**config.mk**
```make
export PLATFORM = sky130hd
export DESIGN_NAME = pid_core_mux
export DESIGN_NICKNAME = d
export VERILOG_FILES = /design/src/rtl/pid_pkg.sv /design/src/rtl/pid_mac_unit.sv /design/src/rtl/pid_core_mux.sv
export SDC_FILE = /design/constraint.sdc
export NUM_CORES = 1
export LEC_CHECK = 0
export ABC_CLOCK_PERIOD_IN_PS = 7700
export BUFFER_PORTS_ARGS = -buffer_cell sky130_fd_sc_hd__buf_2
export CORE_ASPECT_RATIO = 1.1
export CORE_MARGIN = 4
export CORE_UTILIZATION = 50
export DETAILED_ROUTE_END_ITERATION = 6
export HOLD_SLACK_MARGIN = 0.05
export PLACE_DENSITY = 0.79
export SLEW_MARGIN = 10
export SYNTH_ARGS = -nofsm -noshare
export SYNTH_HDL_FRONTEND = slang
export SYNTH_SLANG_ARGS = --single-unit
```
**constraint.sdc**
```tcl
create_clock -name clk -period 7.7 [get_ports clk]
set_input_delay 0.385 -clock clk [delete_from_list [all_inputs] [get_ports clk]]
set_output_delay 0.385 -clock clk [all_outputs]
set_load 0.05 [all_outputs]
```
**src/rtl/pid_pkg.sv**
```systemverilog
// Shared constants and FSM encoding for the multiplexed PID controller.
package pid_pkg;

  localparam int DATA_WIDTH = 16;
  localparam int CHN_WIDTH  = 3;
  localparam int NUM_CHN    = 4;
  localparam int RPM_MAX    = 1500;
  localparam int FRAC       = 8;
  localparam int SUM_WIDTH  = 40;

  typedef enum logic [2:0] {
    IDLE,
    S_ERR,
    S_INT,
    S_MUL,
    S_OUT
  } state_e;

endpackage

```
**src/rtl/pid_mac_unit.sv**
```systemverilog
// Registered three-term product sum KP*e + KI*integ + KD*d, shared by all channels.
module pid_mac_unit #(
  parameter int          EW = 17,
  parameter int          IW = 18,
  parameter int          SW = 40,
  parameter int unsigned KP = 256,
  parameter int unsigned KI = 16,
  parameter int unsigned KD = 0
) (
  input  logic                 clk,
  input  logic                 rstn,
  input  logic                 en,
  input  logic signed [EW-1:0] e,
  input  logic signed [EW-1:0] d,
  input  logic signed [IW-1:0] integ,
  output logic signed [SW-1:0] sum
);

  localparam logic signed [SW-1:0] KP_S = SW'(KP);
  localparam logic signed [SW-1:0] KI_S = SW'(KI);
  localparam logic signed [SW-1:0] KD_S = SW'(KD);

  logic signed [SW-1:0] sum_d;

  always_comb begin
    sum_d = KP_S * SW'(e) + KI_S * SW'(integ) + KD_S * SW'(d);
  end

  always_ff @(posedge clk or negedge rstn) begin
    if (!rstn) begin
      sum <= '0;
    end else if (en) begin
      sum <= sum_d;
    end
  end

endmodule

```
**src/rtl/pid_core_mux.sv**
```systemverilog
// Time-multiplexed PID controller: one shared MAC serves NUM_CHN motor channels per sample tick.
module pid_core_mux #(
  parameter int          DATA_WIDTH = pid_pkg::DATA_WIDTH,
  parameter int          NUM_CHN    = pid_pkg::NUM_CHN,
  parameter int          RPM_MAX    = pid_pkg::RPM_MAX,
  parameter int unsigned KP         = 256,
  parameter int unsigned KI         = 16,
  parameter int unsigned KD         = 0,
  parameter int          FRAC       = pid_pkg::FRAC,
  parameter int          INT_MAX    = 30000
) (
  input  logic                             clk,
  input  logic                             rstn,
  input  logic                             sample_tick,
  input  logic                             int_clr,
  input  logic [NUM_CHN*DATA_WIDTH-1:0]    tgt_rpm,
  input  logic [NUM_CHN*DATA_WIDTH-1:0]    meas_rpm,
  output logic                             u_valid_o,
  output logic [pid_pkg::CHN_WIDTH-1:0]    u_chn_o,
  output logic [DATA_WIDTH-1:0]            u_data_o,
  output logic                             busy,
  output logic                             overrun
);

  import pid_pkg::*;

  localparam int EW = DATA_WIDTH + 1;
  localparam int IW = DATA_WIDTH + 2;
  localparam int SW = SUM_WIDTH;

  localparam logic signed [EW-1:0] E_MAX = EW'((2 ** (DATA_WIDTH - 1)) - 1);
  localparam logic signed [IW-1:0] I_MAX = IW'(INT_MAX);
  localparam logic signed [SW-1:0] U_MAX = SW'(RPM_MAX);
  localparam logic [CHN_WIDTH-1:0] CHN_LAST = CHN_WIDTH'(NUM_CHN - 1);

  state_e                         state_q;
  logic [CHN_WIDTH-1:0]           chn_q;
  logic [NUM_CHN*DATA_WIDTH-1:0]  tgt_q, meas_q;
  logic [NUM_CHN*IW-1:0]          integ_q;
  logic [NUM_CHN*EW-1:0]          e_prev_q;
  logic signed [EW-1:0]           e_q, d_q;

  logic signed [DATA_WIDTH-1:0]   tgt_s, meas_s;
  logic signed [EW-1:0]           diff, e_sat, e_prev_s, d_next;
  logic signed [IW-1:0]           integ_s, integ_sum, integ_new;
  logic signed [SW-1:0]           sum, shifted, u_sat;

  always_comb begin
    tgt_s    = $signed(tgt_q[int'(chn_q)*DATA_WIDTH +: DATA_WIDTH]);
    meas_s   = $signed(meas_q[int'(chn_q)*DATA_WIDTH +: DATA_WIDTH]);
    e_prev_s = $signed(e_prev_q[int'(chn_q)*EW +: EW]);
    integ_s  = $signed(integ_q[int'(chn_q)*IW +: IW]);

    // One extra bit keeps tgt-meas exact before symmetric saturation.
    diff = EW'(tgt_s) - EW'(meas_s);
    if (diff > E_MAX)       e_sat = E_MAX;
    else if (diff < -E_MAX) e_sat = -E_MAX;
    else                    e_sat = diff;
    d_next = e_sat - e_prev_s;

    integ_sum = integ_s + IW'(e_q);
    if (integ_sum > I_MAX)       integ_new = I_MAX;
    else if (integ_sum < -I_MAX) integ_new = -I_MAX;
    else                         integ_new = integ_sum;

    shifted = sum >>> FRAC;
    if (shifted > U_MAX)       u_sat = U_MAX;
    else if (shifted < -U_MAX) u_sat = -U_MAX;
    else                       u_sat = shifted;
  end

  // The MAC register only loads in S_MUL, so the output holds between strobes.
  assign u_data_o = DATA_WIDTH'(u_sat);

  pid_mac_unit #(
    .EW (EW),
    .IW (IW),
    .SW (SW),
    .KP (KP),
    .KI (KI),
    .KD (KD)
  ) u_mac (
    .clk   (clk),
    .rstn  (rstn),
    .en    (state_q == S_MUL),
    .e     (e_q),
    .d     (d_q),
    .integ (integ_s),
    .sum   (sum)
  );

  always_ff @(posedge clk or negedge rstn) begin
    if (!rstn) begin
      state_q   <= IDLE;
      chn_q     <= '0;
      tgt_q     <= '0;
      meas_q    <= '0;
      integ_q   <= '0;
      e_prev_q  <= '0;
      e_q       <= '0;
      d_q       <= '0;
      u_valid_o <= 1'b0;
      u_chn_o   <= '0;
      busy      <= 1'b0;
      overrun   <= 1'b0;
    end else begin
      u_valid_o <= 1'b0;
      overrun   <= sample_tick && (state_q != IDLE);
      case (state_q)
        IDLE: begin
          if (int_clr) begin
            integ_q  <= '0;
            e_prev_q <= '0;
          end
          if (sample_tick) begin
            tgt_q   <= tgt_rpm;
            meas_q  <= meas_rpm;
            chn_q   <= '0;
            busy    <= 1'b1;
            state_q <= S_ERR;
          end
        end
        S_ERR: begin
          e_q     <= e_sat;
          d_q     <= d_next;
          state_q <= S_INT;
        end
        S_INT: begin
          integ_q[int'(chn_q)*IW +: IW]  <= integ_new;
          e_prev_q[int'(chn_q)*EW +: EW] <= e_q;
          state_q                        <= S_MUL;
        end
        S_MUL: begin
          u_valid_o <= 1'b1;
          u_chn_o   <= chn_q;
          state_q   <= S_OUT;
        end
        S_OUT: begin
          if (chn_q == CHN_LAST) begin
            chn_q   <= '0;
            busy    <= 1'b0;
            state_q <= IDLE;
          end else begin
            chn_q   <= chn_q + 1'b1;
            state_q <= S_ERR;
          end
        end
        default: state_q <= IDLE;
      endcase
    end
  end

endmodule

```
# Word-level counts from Yosys, hierarchy flattened
# Index checks and enable logic that the tools add are counted.
# totals
ff_bits	255
word_cells	64
out_inout_bits	22
in_bits	132
# op_classes
eq_ne	8
n_lt_le_gt_ge	6
n_mul	1
n_reduce_logical	9
shift	5
add_sub_neg	5
mux	19
# ops
operator	n
$pmux W72 S2	1
$shiftx A64 B8 Y16	2
$bwmux W72	1
$mux W72	1
$shift A18 B33 Y72 const A	1
$shiftx A18 B33 Y72	1
$shiftx A72 B9 Y18	1
$mux W18	2
$mux W17	2
$neg A8 Y33	1
$mux W16	2
$add A25 B22 Y26	1
$add A18 B17 Y18	1
$gt A18 B12 Y1 const B	1
$gt A18 B16 Y1 const B	1
$lt A18 B12 Y1 const B	1
$lt A18 B16 Y1 const B	1
$gt A17 B16 Y1 const B	1
$lt A17 B16 Y1 const B	1
$sub A16 B16 Y17	1
$pmux W3 S5	1
$eq A3 B2 Y1 const B	3
$mux W3	3
$mul A3 B4 Y7 const B	1
13 further kinds	21

# Longest topological paths before layout
# logic_depth
word_depth	9
mapped_depth	26
ltp_nobuf	21

# Cells and area by module
# From an unflattened synthesis, not the netlist that was laid out.
# unflattened
cells_unflattened	2122
area_unflattened_um2	21406.8
# by_module_without_submodules
mod	seq_area_each_um2	cells_per_inst	instances	area_each_um2
pid_core_mux	7857.5	1916	1	19540.0
pid_mac_unit	550.5	206	1	1866.8

# Worst setup path before layout
# OpenSTA, ideal clock, no wires.
# synth_path
kind	register -> register
start	reg chn_q[0]
end	reg integ_q[48]
required_time_ns	7.574
path_stages_with_launch	22
arrival_time_ns	5.973
path_slack_ns	1.601
setup_time_ns	0.126
n_path_buf	4
period_less_slack_ns	6.099
cell_sequence	dfrtp_1 clkbuf_1 clkbuf_1 clkbuf_1 buf_1 mux2i_1 a21oi_1 nand2_1 inv_1 ha_1 a211oi_1 o21bai_1 a211oi_1 o31ai_4 a31oi_4 mux2i_2 nand3_4 o311ai_4 o21ai_2 a32o_1 mux4_2 a221o_1
# synth_between
elab_chain_cells	9
word_cells_on_any_way	12
cone_classes	add/sub (2); mul (1); order compare (2); shift (3); mux (4)
# synth_lines
element	line	rtl
start: declaration	pid_core_mux.sv:37	logic [CHN_WIDTH-1:0] chn_q;
start signal: assignment	pid_core_mux.sv:144	chn_q <= chn_q + 1'b1;
$mul A3 B4 Y7 *	pid_core_mux.sv:52, pid_core_mux.sv:129	
$shiftx A72 B9 Y18	pid_core_mux.sv:52	integ_s = $signed(integ_q[int'(chn_q)*IW +: IW]);
$add A18 B17 Y18	pid_core_mux.sv:61	integ_sum = integ_s + IW'(e_q);
$lt A18 B16 Y1	pid_core_mux.sv:63	else if (integ_sum < -I_MAX) integ_new = -I_MAX;
$mux W18	pid_core_mux.sv:63	
$mux W18	pid_core_mux.sv:62	if (integ_sum > I_MAX) integ_new = I_MAX;
$shiftx A18 B33 Y72	pid_core_mux.sv:129	integ_q[int'(chn_q)*IW +: IW] <= integ_new;
$bwmux W72 *	pid_core_mux.sv:129	
$pmux W72 S2 *	pid_core_mux.sv:109	case (state_q)
end signal: indexed assignment	pid_core_mux.sv:129	
end: declaration	pid_core_mux.sv:39	logic [NUM_CHN*IW-1:0] integ_q;
# Every way passes the cells marked *; elsewhere a longest branch is shown, timed or not.
# A chain may end at the register's enable or synchronous reset.

# Final worst setup path
# layout_path
start	reg chn_q[0]
end	reg e_q[9]
# layout_between
elab_chain_cells	5
word_cells_on_any_way	7
cone_classes	add/sub (1); order compare (2); shift (2); mux (2)
# layout_lines
element	line	rtl
$shiftx A64 B8 Y16, on equally long branches	pid_core_mux.sv:49, pid_core_mux.sv:50	
$sub A16 B16 Y17 *	pid_core_mux.sv:55	diff = EW'(tgt_s) - EW'(meas_s);
$lt A17 B16 Y1	pid_core_mux.sv:57	else if (diff < -E_MAX) e_sat = -E_MAX;
$mux W17	pid_core_mux.sv:57	
$mux W17 *	pid_core_mux.sv:56	if (diff > E_MAX) e_sat = E_MAX;
end signal: assignment	pid_core_mux.sv:124	e_q <= e_sat;
end: declaration	pid_core_mux.sv:41	logic signed [EW-1:0] e_q, d_q;
# Marks and branches as above.

==> results.cfg <==
[worst_setup_path]
crit_path_max_fanout = 42
path_class = flip-flop to flip-flop
cp_data_arrival_time_ns = 6.68
sort_of_element_at_the_end_of_the_critical_path = flip-flop
crit_required_ns = 8.14
critical_path.startpoint_type = flip-flop

[floorplan]
chipHeight_um = 196
std_cell_rows = 68
fp.coreArea_mm2 = 0.0316
top_level_ports = 154
initial_utilization_pct = 51.0
design.die.area_mm2 = 0.0351
die_w_um = 179

[finish]
area.growth.synth_to_final_pct = 13.5
stdcell_count = 2180
fillCellCount = 2622
area.sequential_mm2 = 0.00619
multi_input_comb_area_mm2 = 0.00935
ratio_of_cells_with_drive_above_1_in_the_final_layout_pct = 25.1
finalNetCount = 1927

[placement]
port_buffers = 153
dpl.cell_count = 2119
finalWeightedCongestion = 1.06
hpwlAfterDp_um = 40400
place_worst_setup_slack_ns = 1.56

[routing]
dr.first_iter.drc_count = 1646
post-route-drc-count = 1
wl_per_cell_um = 25.1
dr_total_vias = 14500
ant_nets = 0
route.detailed.vias_per_inst = 6.63
drt_pre_antenna_iters = 7
drt_total_wl_um = 54800

[global_routing]
grt_overflow_total = 0
wire_length_of_the_first_global_routing_pass_um = 84400
grt_pass1_vias = 14500
global_route.usage.met2_pct = 48.2
global_route.usage.met3_pct = 6.88
grt-busiest-layer = met2
grt_antenna_before_repair = 6
largest_net_degree_at_the_start_of_global_routing = 136
grt_use_met1_pct = 40.7
grtUsageTotal_pct = 30.9

[timing]
layout_worst_path_cycle_share_pct = 81.0
finalCriticalPeriod_ns = 6.24
layout_setup_ws_ns = 1.46
total_count_of_hold_check_failures_in_the_final_report = 0
finalClockSkew_ns = 0.00872
report.final.slew_viol_count = 0
sum_of_negative_setup_slack_ns = 0
rsz0062_at_grt = no
timing.max_slew.rel_slack_pct = 31.6
fmax_mhz = 160
tightestPinTransition_ns = 1.03
setup_viol_count_final = 0

[yosys]
postSynthCellCount = 1624
yosys_warnings = 0
synth_largest_type_area_fraction_pct = 38.4
edff_count_synth = 0
synthesis.nets = 1816
yosys-top-cells-area = sky130_fd_sc_hd__dfrtp_1 38%, sky130_fd_sc_hd__mux2_2 9.1%, sky130_fd_sc_hd__mux4_2 7.0%
yosysSeqAreaShare_pct = 38.4
ys.flop_type = sky130_fd_sc_hd__dfrtp_1
synth_seq_cells = 247
post_synth_arst_share_pct = 100
synth.most_common_cell = sky130_fd_sc_hd__dfrtp_1
netlist.top_cell.by_area = sky130_fd_sc_hd__dfrtp_1
avgSynthCellArea_um2 = 9.91
synth.top_cells.by_count = 247 x sky130_fd_sc_hd__dfrtp_1, 181 x sky130_fd_sc_hd__nand2_1, 130 x sky130_fd_sc_hd__mux2_2
synth.lib_cells_used.distinct = 88
netlist_area_mm2 = 0.0161

[clocking]
clock_tree.root_cell = sky130_fd_sc_hd__clkbuf_16
clockBufferDepth = 3
worst_skew_pair.late_latency_ns = 0.55
number_of_buffers_created_by_cts = 27
clk_pin_slew_worst_paths_ns = 0.06
tritoncts_num_sinks = 247
cts-htree-levels = 1
tritoncts = yes

[min_path]
hold_path_class = primary input to flip-flop

[run_status]
status = complete, but fails checks
failed_checks = design-rule violations

[job]
maxCapViolCount = 0
layout make-up:
class                      count  share of cell area, %
multi-input combinational   1226                   51.2
clock inverter                14                   1.07
sequential                   247                   33.9
tap                          420                   2.88
clock buffer                  34                   4.23
timing repair buffer         181                   5.57
antenna                        6                 0.0822
inverter                      52                   1.07
critical path, cell delays in order (launching register included):
cell and delay (ns):
sky130_fd_sc_hd__dfrtp_4 0.80, sky130_fd_sc_hd__buf_4 0.73, sky130_fd_sc_hd__mux4_2 0.58, sky130_fd_sc_hd__nand2_1 0.08, sky130_fd_sc_hd__ha_1 0.16, sky130_fd_sc_hd__inv_1 0.06, sky130_fd_sc_hd__fa_1 0.40, sky130_fd_sc_hd__a21o_1 0.20
sky130_fd_sc_hd__a21oi_1 0.24, sky130_fd_sc_hd__o21ai_0 0.12, sky130_fd_sc_hd__a21oi_1 0.24, sky130_fd_sc_hd__o21bai_1 0.10, sky130_fd_sc_hd__a21oi_1 0.27, sky130_fd_sc_hd__o21ai_0 0.12, sky130_fd_sc_hd__a31oi_1 0.23, sky130_fd_sc_hd__o21ai_0 0.15
sky130_fd_sc_hd__a41oi_1 0.40, sky130_fd_sc_hd__o311ai_0 0.22, sky130_fd_sc_hd__ha_1 0.51, sky130_fd_sc_hd__inv_1 0.16, sky130_fd_sc_hd__and2_1 0.18, sky130_fd_sc_hd__o22a_1 0.16
cells in the final DEF (no fill, tap or decap), types with 20 or more instances in the layout:
cell / synthesis / layout
sky130_fd_sc_hd__a21oi_1: 85 / 85
sky130_fd_sc_hd__and2_1: 48 / 47
sky130_fd_sc_hd__buf_2: 3 / 152
sky130_fd_sc_hd__buf_4: 1 / 20
sky130_fd_sc_hd__clkbuf_16: 0 / 27
sky130_fd_sc_hd__dfrtp_1: 247 / 245
sky130_fd_sc_hd__ha_1: 57 / 57
sky130_fd_sc_hd__inv_1: 51 / 51
sky130_fd_sc_hd__mux2_2: 130 / 130
sky130_fd_sc_hd__mux4_2: 50 / 50
sky130_fd_sc_hd__nand2_1: 181 / 181
sky130_fd_sc_hd__nand3_1: 36 / 36
sky130_fd_sc_hd__nor2_1: 110 / 109
sky130_fd_sc_hd__nor3_1: 37 / 35
sky130_fd_sc_hd__o21ai_0: 87 / 86
sky130_fd_sc_hd__o31ai_1: 23 / 23
sky130_fd_sc_hd__xnor2_1: 30 / 30
routing by layer:
metal	vias to the layer above	share of wire [%]
met3	217	10
met5	-	0
li1	6281	-
met4	0	6.3
met2	913	45
met1	7048	38
state kept, by name, summed over array words and instances (netlist names):
register   count
overrun        1
u_valid_o      1
chn_q          3
e_q           17
u_chn_o        3
u_mac.sum     18
busy           1
meas_q        64
state_q        3
tgt_q         64
integ_q       72
path summary, 6_finish.rpt:
check                      slack, ns                   endpoint  cells past startpoint                   start
hold reg to reg                 0.48     u_chn_o[2]$_DFFE_PN0P_                      2  u_chn_o[2]$_DFFE_PN0P_
setup reg to reg                1.46         e_q[9]$_DFFE_PN0P_                     21    chn_q[0]$_DFFE_PN0P_
max in group asynchronous       5.97       chn_q[0]$_DFFE_PN0P_                      3                    rstn
setup / recovery                1.46         e_q[9]$_DFFE_PN0P_                     21    chn_q[0]$_DFFE_PN0P_
hold / removal                  0.06     meas_q[28]$_DFFE_PN0P_                      2            meas_rpm[28]
min in group asynchronous       0.52  u_mac.sum[21]$_DFFE_PN0P_                      2                    rstn
through the flow:
stage / area [um2] / utilization, % / hold WS (ns)
floorplan: 16100 / - / 0.0894
global placement: 17200 / 54.5 / 0.461
detailed placement: 17200 / 54.5 / 0.469
CTS: 18200 / 57.7 / 0.0502
global route: 18300 / 57.8 / 0.0512
finish: 18300 / 57.8 / 0.0618
cell families (layout without fill, tap and decap cells):
logic type | Yosys count | count (layout) | synth area share (%)
and+or+nand+nor | 490 | 490 | 14.1
adders and majority gates | 62 | 62 | 4.94
buffers and inverters | 151 | 281 | 3.57
xor gates and xnor gates | 37 | 37 | 2.19
muxes | 202 | 202 | 17.5
other | 0 | 6 | 0
AOI/OAI and AO/OA | 435 | 435 | 19.2
DFF | 247 | 247 | 38.4
timing repair:
action                                 CTS  global route
setup buffers                            0             0
gates resized for setup                  0             0
hold buffers                             3             4
endpoints found under the hold margin  135             4
Power is left out: the tool's default activity adds up to more than one toggle a clock period on the data nets, which glitch-free logic cannot reach.
